[config.mk]
export PLATFORM = sky130hd
export DESIGN_NAME = xilinx_dram_wr_arbiter
export DESIGN_NICKNAME = d
export VERILOG_FILES = /design/src/rtl/xilinx_dram_wr_arbiter.sv
export SDC_FILE = /design/constraint.sdc
export NUM_CORES = 1
export LEC_CHECK = 0
export ABC_AREA = 1
export BUFFER_PORTS_ARGS = -buffer_cell sky130_fd_sc_hd__buf_2
export CAP_MARGIN = 20
export CORE_ASPECT_RATIO = 2
export CORE_MARGIN = 10
export CORE_UTILIZATION = 46
export CTS_CLUSTER_SIZE = 30
export DETAILED_ROUTE_END_ITERATION = 10
export GPL_TIMING_DRIVEN = 1
export PLACE_DENSITY = 0.95
export SLEW_MARGIN = 20
export SYNTH_ARGS = -nofsm -noshare
export SYNTH_HDL_FRONTEND = slang
export SYNTH_SLANG_ARGS = --single-unit
[constraint.sdc]
create_clock -name CLK1 -period 2.4 [get_ports CLK1]
set_input_delay 0.48 -clock CLK1 [delete_from_list [all_inputs] [get_ports CLK1]]
set_output_delay 0.48 -clock CLK1 [all_outputs]
set_load 0.01 [all_outputs]
[src/rtl/xilinx_dram_wr_arbiter.sv]
// xilinx_dram_wr_arbiter
// ----------------------
// This block is a round-robin write-port arbiter and read sequencer for a
// WIDTH x 2^ABITS distributed RAM. The RAM is built from one RAM64X1D
// (ABITS=6) or RAM128X1D (ABITS=7) per data bit. Only ABITS values of 6 and 7
// are meaningful.
//
// The block shares the RAM's single write port between requesters A and B,
// which use a valid/ready handshake. It registers the write strobe, address
// and data into the RAM. It also provides a registered read path with a
// write-to-read bypass.
//
// Optional feature: define DRAM_ARB_CLEAR_EN to zero the whole array after
// every reset before any requester is granted. The default build has no clear
// sequence, and INIT_DONE is tied high.
//
// Ports
//   CLK1                 single clock; the RAM's WCLK is tied to it (posedge)
//   RST_N                synchronous, active-low reset
//   A_VALID / B_VALID    write requests
//   A_READY / B_READY    grants (combinational); VALID&READY at an edge = transfer
//   A_ADDR / B_ADDR      write addresses
//   A_DATA / B_DATA      write data
//   RD_ADDR              read address, sampled every cycle
//   RD_DATA              registered read data (1-cycle latency)
//   RAM_WE/RAM_WA/RAM_D  registered write strobe/address/data to the RAM
//   RAM_DPRA             RAM read address (combinational copy of RD_ADDR)
//   RAM_DPO              RAM read data
//   INIT_DONE            high once the array is usable
module xilinx_dram_wr_arbiter #(
  parameter int unsigned WIDTH = 8,
  parameter int unsigned ABITS = 6
) (
  input  logic             CLK1,
  input  logic             RST_N,
  input  logic             A_VALID,
  output logic             A_READY,
  input  logic [ABITS-1:0] A_ADDR,
  input  logic [WIDTH-1:0] A_DATA,
  input  logic             B_VALID,
  output logic             B_READY,
  input  logic [ABITS-1:0] B_ADDR,
  input  logic [WIDTH-1:0] B_DATA,
  input  logic [ABITS-1:0] RD_ADDR,
  output logic [WIDTH-1:0] RD_DATA,
  output logic             RAM_WE,
  output logic [ABITS-1:0] RAM_WA,
  output logic [WIDTH-1:0] RAM_D,
  output logic [ABITS-1:0] RAM_DPRA,
  input  logic [WIDTH-1:0] RAM_DPO,
  output logic             INIT_DONE
);

  typedef enum logic { LG_A = 1'b0, LG_B = 1'b1 } last_grant_e;

  last_grant_e      lg_q, lg_d;
  logic             we_q, we_d;
  logic [ABITS-1:0] wa_q, wa_d;
  logic [WIDTH-1:0] d_q, d_d;
  logic [WIDTH-1:0] rd_q, rd_d;
  logic             run;

`ifdef DRAM_ARB_CLEAR_EN
  typedef enum logic { ST_INIT = 1'b0, ST_RUN = 1'b1 } state_e;

  localparam logic [ABITS-1:0] CLR_ONE = ABITS'(1);

  state_e           state_q, state_d;
  logic [ABITS-1:0] clr_q, clr_d;

  always_ff @(posedge CLK1) begin
    if (!RST_N) begin
      state_q <= ST_INIT;
      clr_q   <= '0;
    end else begin
      state_q <= state_d;
      clr_q   <= clr_d;
    end
  end

  assign run = (state_q == ST_RUN);
`else
  assign run = 1'b1;
`endif

  // Grants are gated by RST_N so that nothing is accepted on a reset edge.
  always_comb begin
    A_READY = RST_N && run && A_VALID && (!B_VALID || (lg_q == LG_B));
    B_READY = RST_N && run && B_VALID && (!A_VALID || (lg_q == LG_A));
  end

  always_comb begin
    lg_d = lg_q;
    we_d = 1'b0;
    wa_d = wa_q;
    d_d  = d_q;
    // The RAM's DPO still shows the old word while a write to the same
    // address is committing, so forward the word being written instead.
    rd_d = (we_q && (wa_q == RD_ADDR)) ? d_q : RAM_DPO;
`ifdef DRAM_ARB_CLEAR_EN
    state_d = state_q;
    clr_d   = clr_q;
    if (state_q == ST_INIT) begin
      we_d  = 1'b1;
      wa_d  = clr_q;
      d_d   = '0;
      clr_d = clr_q + CLR_ONE;
      if (clr_q == '1) begin
        state_d = ST_RUN;
      end
    end else
`endif
    if (A_READY) begin
      we_d = 1'b1;
      wa_d = A_ADDR;
      d_d  = A_DATA;
      lg_d = LG_A;
    end else if (B_READY) begin
      we_d = 1'b1;
      wa_d = B_ADDR;
      d_d  = B_DATA;
      lg_d = LG_B;
    end
  end

  always_ff @(posedge CLK1) begin
    if (!RST_N) begin
      lg_q <= LG_B;
      we_q <= 1'b0;
      wa_q <= '0;
      d_q  <= '0;
      rd_q <= '0;
    end else begin
      lg_q <= lg_d;
      we_q <= we_d;
      wa_q <= wa_d;
      d_q  <= d_d;
      rd_q <= rd_d;
    end
  end

  assign RAM_WE    = we_q;
  assign RAM_WA    = wa_q;
  assign RAM_D     = d_q;
  assign RAM_DPRA  = RD_ADDR;
  assign RD_DATA   = rd_q;
  assign INIT_DONE = run;

endmodule

==> qor.tcl <==
set qor(status) {finished clean}
set qor(pin_count_of_the_biggest_net_entering_global_routing) 16
set qor(fmaxAchievable_mhz) 577.8
set qor(ys_seq_area_share_pct) 37.65
set qor(post-cts-setup-buffer-count) 0
set qor(power-per-cell-area_mw_per_mm2) 550.7
set qor(clock_tree.buffer_depth) 2
set qor(post-synth-top-area-cell) {sky130_fd_sc_hd__dfxtp_1}
set qor(viasPerCell) 4.664
set qor(cts.sink_count) 24
set qor(netlist_area_mm2) 0.001276
set qor(drt_pre_antenna_iters) 4
set qor(maxCapViolCount) 0
set qor(drtIter0Drc) 30
set qor(h-tree-depth) 1
set qor(synthDominantCellAreaShare_pct) 37.65
set qor(fin_tns_setup_ns) 0
set qor(met1_length_um) 1200
set qor(min_period_ns) 1.731
set qor(leakage_nw) 0.8883
set qor(post_route_cells_drive_above_1_share_pct) 36.15
set qor(synth_edf_count) 0
set qor(final.period_utilization_pct) 72.11
set qor(cts_resized) 0
set qor(worst_ir_drop_vdd_mv) 0.4308
set qor(unrepaired_setup_endpoints_after_global_routing) {no}
set qor(flow.area_growth_from_synthesis_pct) 29.51
set qor(async_reset_ff_share_pct) 0
set qor(floorplan.initialDensity_pct) 47.22
set qor(synth.top_cells.by_area) {sky130_fd_sc_hd__dfxtp_1 (38%), sky130_fd_sc_hd__nand2_1 (21%), sky130_fd_sc_hd__a31oi_1 (6.9%), sky130_fd_sc_hd__inv_1 (6.2%), sky130_fd_sc_hd__buf_4 (5.3%)}
set qor(arrival_time_of_the_worst_setup_path_ns) 1.25
set qor(wl_met3_um) 282
set qor(highest_layer) {met4}
set qor(cts_hold_repair.buffers) 0
set qor(worst-setup-path-type) {flip-flop to primary output}
set qor(clock_insertion_delay_worst_skew_ns) 0.26
set qor(global_route.usage.total_pct) 12.94
set qor(wirelength_um) 3585
set qor(antenna_cells) 0
set qor(numPortBuffers) 76
set qor(timing_max_transition_violations_final) 0
set qor(cp-start-kind) {flip-flop}
set qor(worst-path-max-fanout) 15
set qor(grt_first_pass_wirelength_um) 5830
set qor(detail_route.wl_per_cell_um) 12.40
set qor(setup_viol_count_final) 0
set qor(hold_path_class) {input pin to flip-flop}
set qor(yosys.cell_count.top_type) {sky130_fd_sc_hd__nand2_1}
set qor(post-route-drc-count) 0
set qor(path_clk_slew_ns) 0.09
set qor(ys_dominant_reg_cell) {sky130_fd_sc_hd__dfxtp_1}
set qor(hold_ws_ns) 0.4364
set qor(standard_cell_core_area_mm2) 0.002703
set qor(synth-seq-cells) 24
set qor(placement_rows) 27
set qor(design.die.area_mm2) 0.005409
set qor(cts.root.buffer_cell) {sky130_fd_sc_hd__clkbuf_8}
set qor(finalHoldViolations) 0
set qor(syn-mean-instance-area_um2) 6.647
set qor(synth.net_count) 238
set qor(die_width_um) 57.25
set qor(gp_congestion) 0.8042
set qor(grt_pass1_vias) 1354
set qor(worst_ep_required_time_ns) 1.92
set qor(clock-skew-final_ns) 0.005625
set qor(detailroute.wirelength.met2_um) 1986
set qor(design.final.nets) 307
set qor(synthCells) 192
set qor(setup.worst_path.end_class) {primary output}
set qor(yosys_warnings) 0
set qor(synth.top_cells.by_count) {sky130_fd_sc_hd__nand2_1 (72), sky130_fd_sc_hd__dfxtp_1 (24), sky130_fd_sc_hd__inv_1 (21), sky130_fd_sc_hd__nor2_1 (18), sky130_fd_sc_hd__a31oi_1 (14)}
set qor(die_height_um) 94.49
set qor(num_vias) 1348
set qor(yosysUniqueCellTypes) 21
set qor(cts_made_buffers) 3
set qor(initial_antenna_violation_count) 0
set qor(route.antenna.remaining_nets) 0
set qor(fillCellCount) 280
set qor(gr-total-overflow) 0
set qor(top_level_ports) 78
set qor(cts_tree) {built}
set qor(dp_hpwl_um) 3097
cell usage in the layout, fill, tap and decap left out:
cell                       instances
sky130_fd_sc_hd__conb_1            1
sky130_fd_sc_hd__nand2_1          72
sky130_fd_sc_hd__nand3_1           9
sky130_fd_sc_hd__clkbuf_8          4
sky130_fd_sc_hd__o211ai_1          1
sky130_fd_sc_hd__a31oi_1          14
sky130_fd_sc_hd__and2_1            1
sky130_fd_sc_hd__a21oi_1           2
sky130_fd_sc_hd__nand3_2           3
sky130_fd_sc_hd__nor2_4            1
sky130_fd_sc_hd__nor2_2            2
sky130_fd_sc_hd__nor2_8            1
sky130_fd_sc_hd__xnor2_1           1
sky130_fd_sc_hd__buf_2            76
sky130_fd_sc_hd__dfxtp_1          24
sky130_fd_sc_hd__inv_1            21
sky130_fd_sc_hd__inv_2             5
sky130_fd_sc_hd__nor2_1           18
sky130_fd_sc_hd__nand2_2           2
sky130_fd_sc_hd__o21ai_1           2
state kept, by name, indices dropped and copies added, names as in the netlist:
| signal | count |
|---|---|
| RD_DATA | 8 |
| RAM_WE | 1 |
| lg_q | 1 |
| RAM_D | 8 |
| RAM_WA | 6 |
cells by family (layout without fill, tap and decap cells):
family                 Yosys count  after routing  synth area share, %
AND/OR/NAND/NOR                109            109                37.25
AO/OA/AOI/OAI                   19             19                9.020
XOR/XNOR                         1              1               0.6864
other                            1              1               0.2938
buffers and inverters           38            106                15.10
flip-flops                      24             24                37.65
report_power, final:
group	total, mW	internal (mW)	switching, mW
clock network	0.272	0.146	0.126
logic	0.196	0.0831	0.113
registers	0.442	0.425	0.0177
worst paths after layout:
kind	from	end	slack [ns]	cells past startpoint
max reg2reg	RAM_WA[1]$_SDFFE_PN0P_	RD_DATA[3]$_SDFF_PN0_	1.18	9
max	lg_q$_SDFFE_PN1P_	A_READY	0.67	5
min reg2reg	RAM_D[6]$_SDFFE_PN0P_	RAM_D[6]$_SDFFE_PN0P_	0.50	2
min	RAM_DPO[2]	RD_DATA[2]$_SDFF_PN0_	0.44	3
per-layer routing:
layer  up-vias  track usage [%]
met1       571            11.08
met2        50            25.55
li1        718                -
met3         9            3.495
met5         -                0
met4         0            6.890
layout make-up:
cell class | count | area, um2 | area share, %
flip-flops and latches | 24 | 480.5 | 29.07
inverters | 26 | 97.59 | 5.905
repair buffers | 76 | 380.4 | 23.01
multi-input cells | 130 | 603.1 | 36.49
clock buffers | 4 | 55.05 | 3.331
well taps | 29 | 36.28 | 2.195
worst max-delay path, cell delays in order, from the launching register on:
cell and delay, ns:
sky130_fd_sc_hd__dfxtp_1 0.35, sky130_fd_sc_hd__inv_1 0.06, sky130_fd_sc_hd__nand2_1 0.08, sky130_fd_sc_hd__nand3_2 0.09, sky130_fd_sc_hd__inv_2 0.22, sky130_fd_sc_hd__buf_2 0.18
per-stage QoR:
stage / power (mW) / util, % / instances / area [um2] / setup slack (ns)
6_report: 0.9102 / 61.16 / 289 / 1653 / 0.6694
4_1_cts: 0.9180 / 61.16 / 289 / 1653 / 0.6738
2_1_floorplan: 0.5729 / - / 192 / 1276 / 1.058
3_3_place_gp: 0.6449 / 59.12 / 285 / 1598 / 0.7310
3_5_place_dp: 0.6503 / 59.12 / 285 / 1598 / 0.7023
5_1_grt: 0.9582 / 61.16 / 289 / 1653 / 0.5289
(Power assumes the default switching activity.)
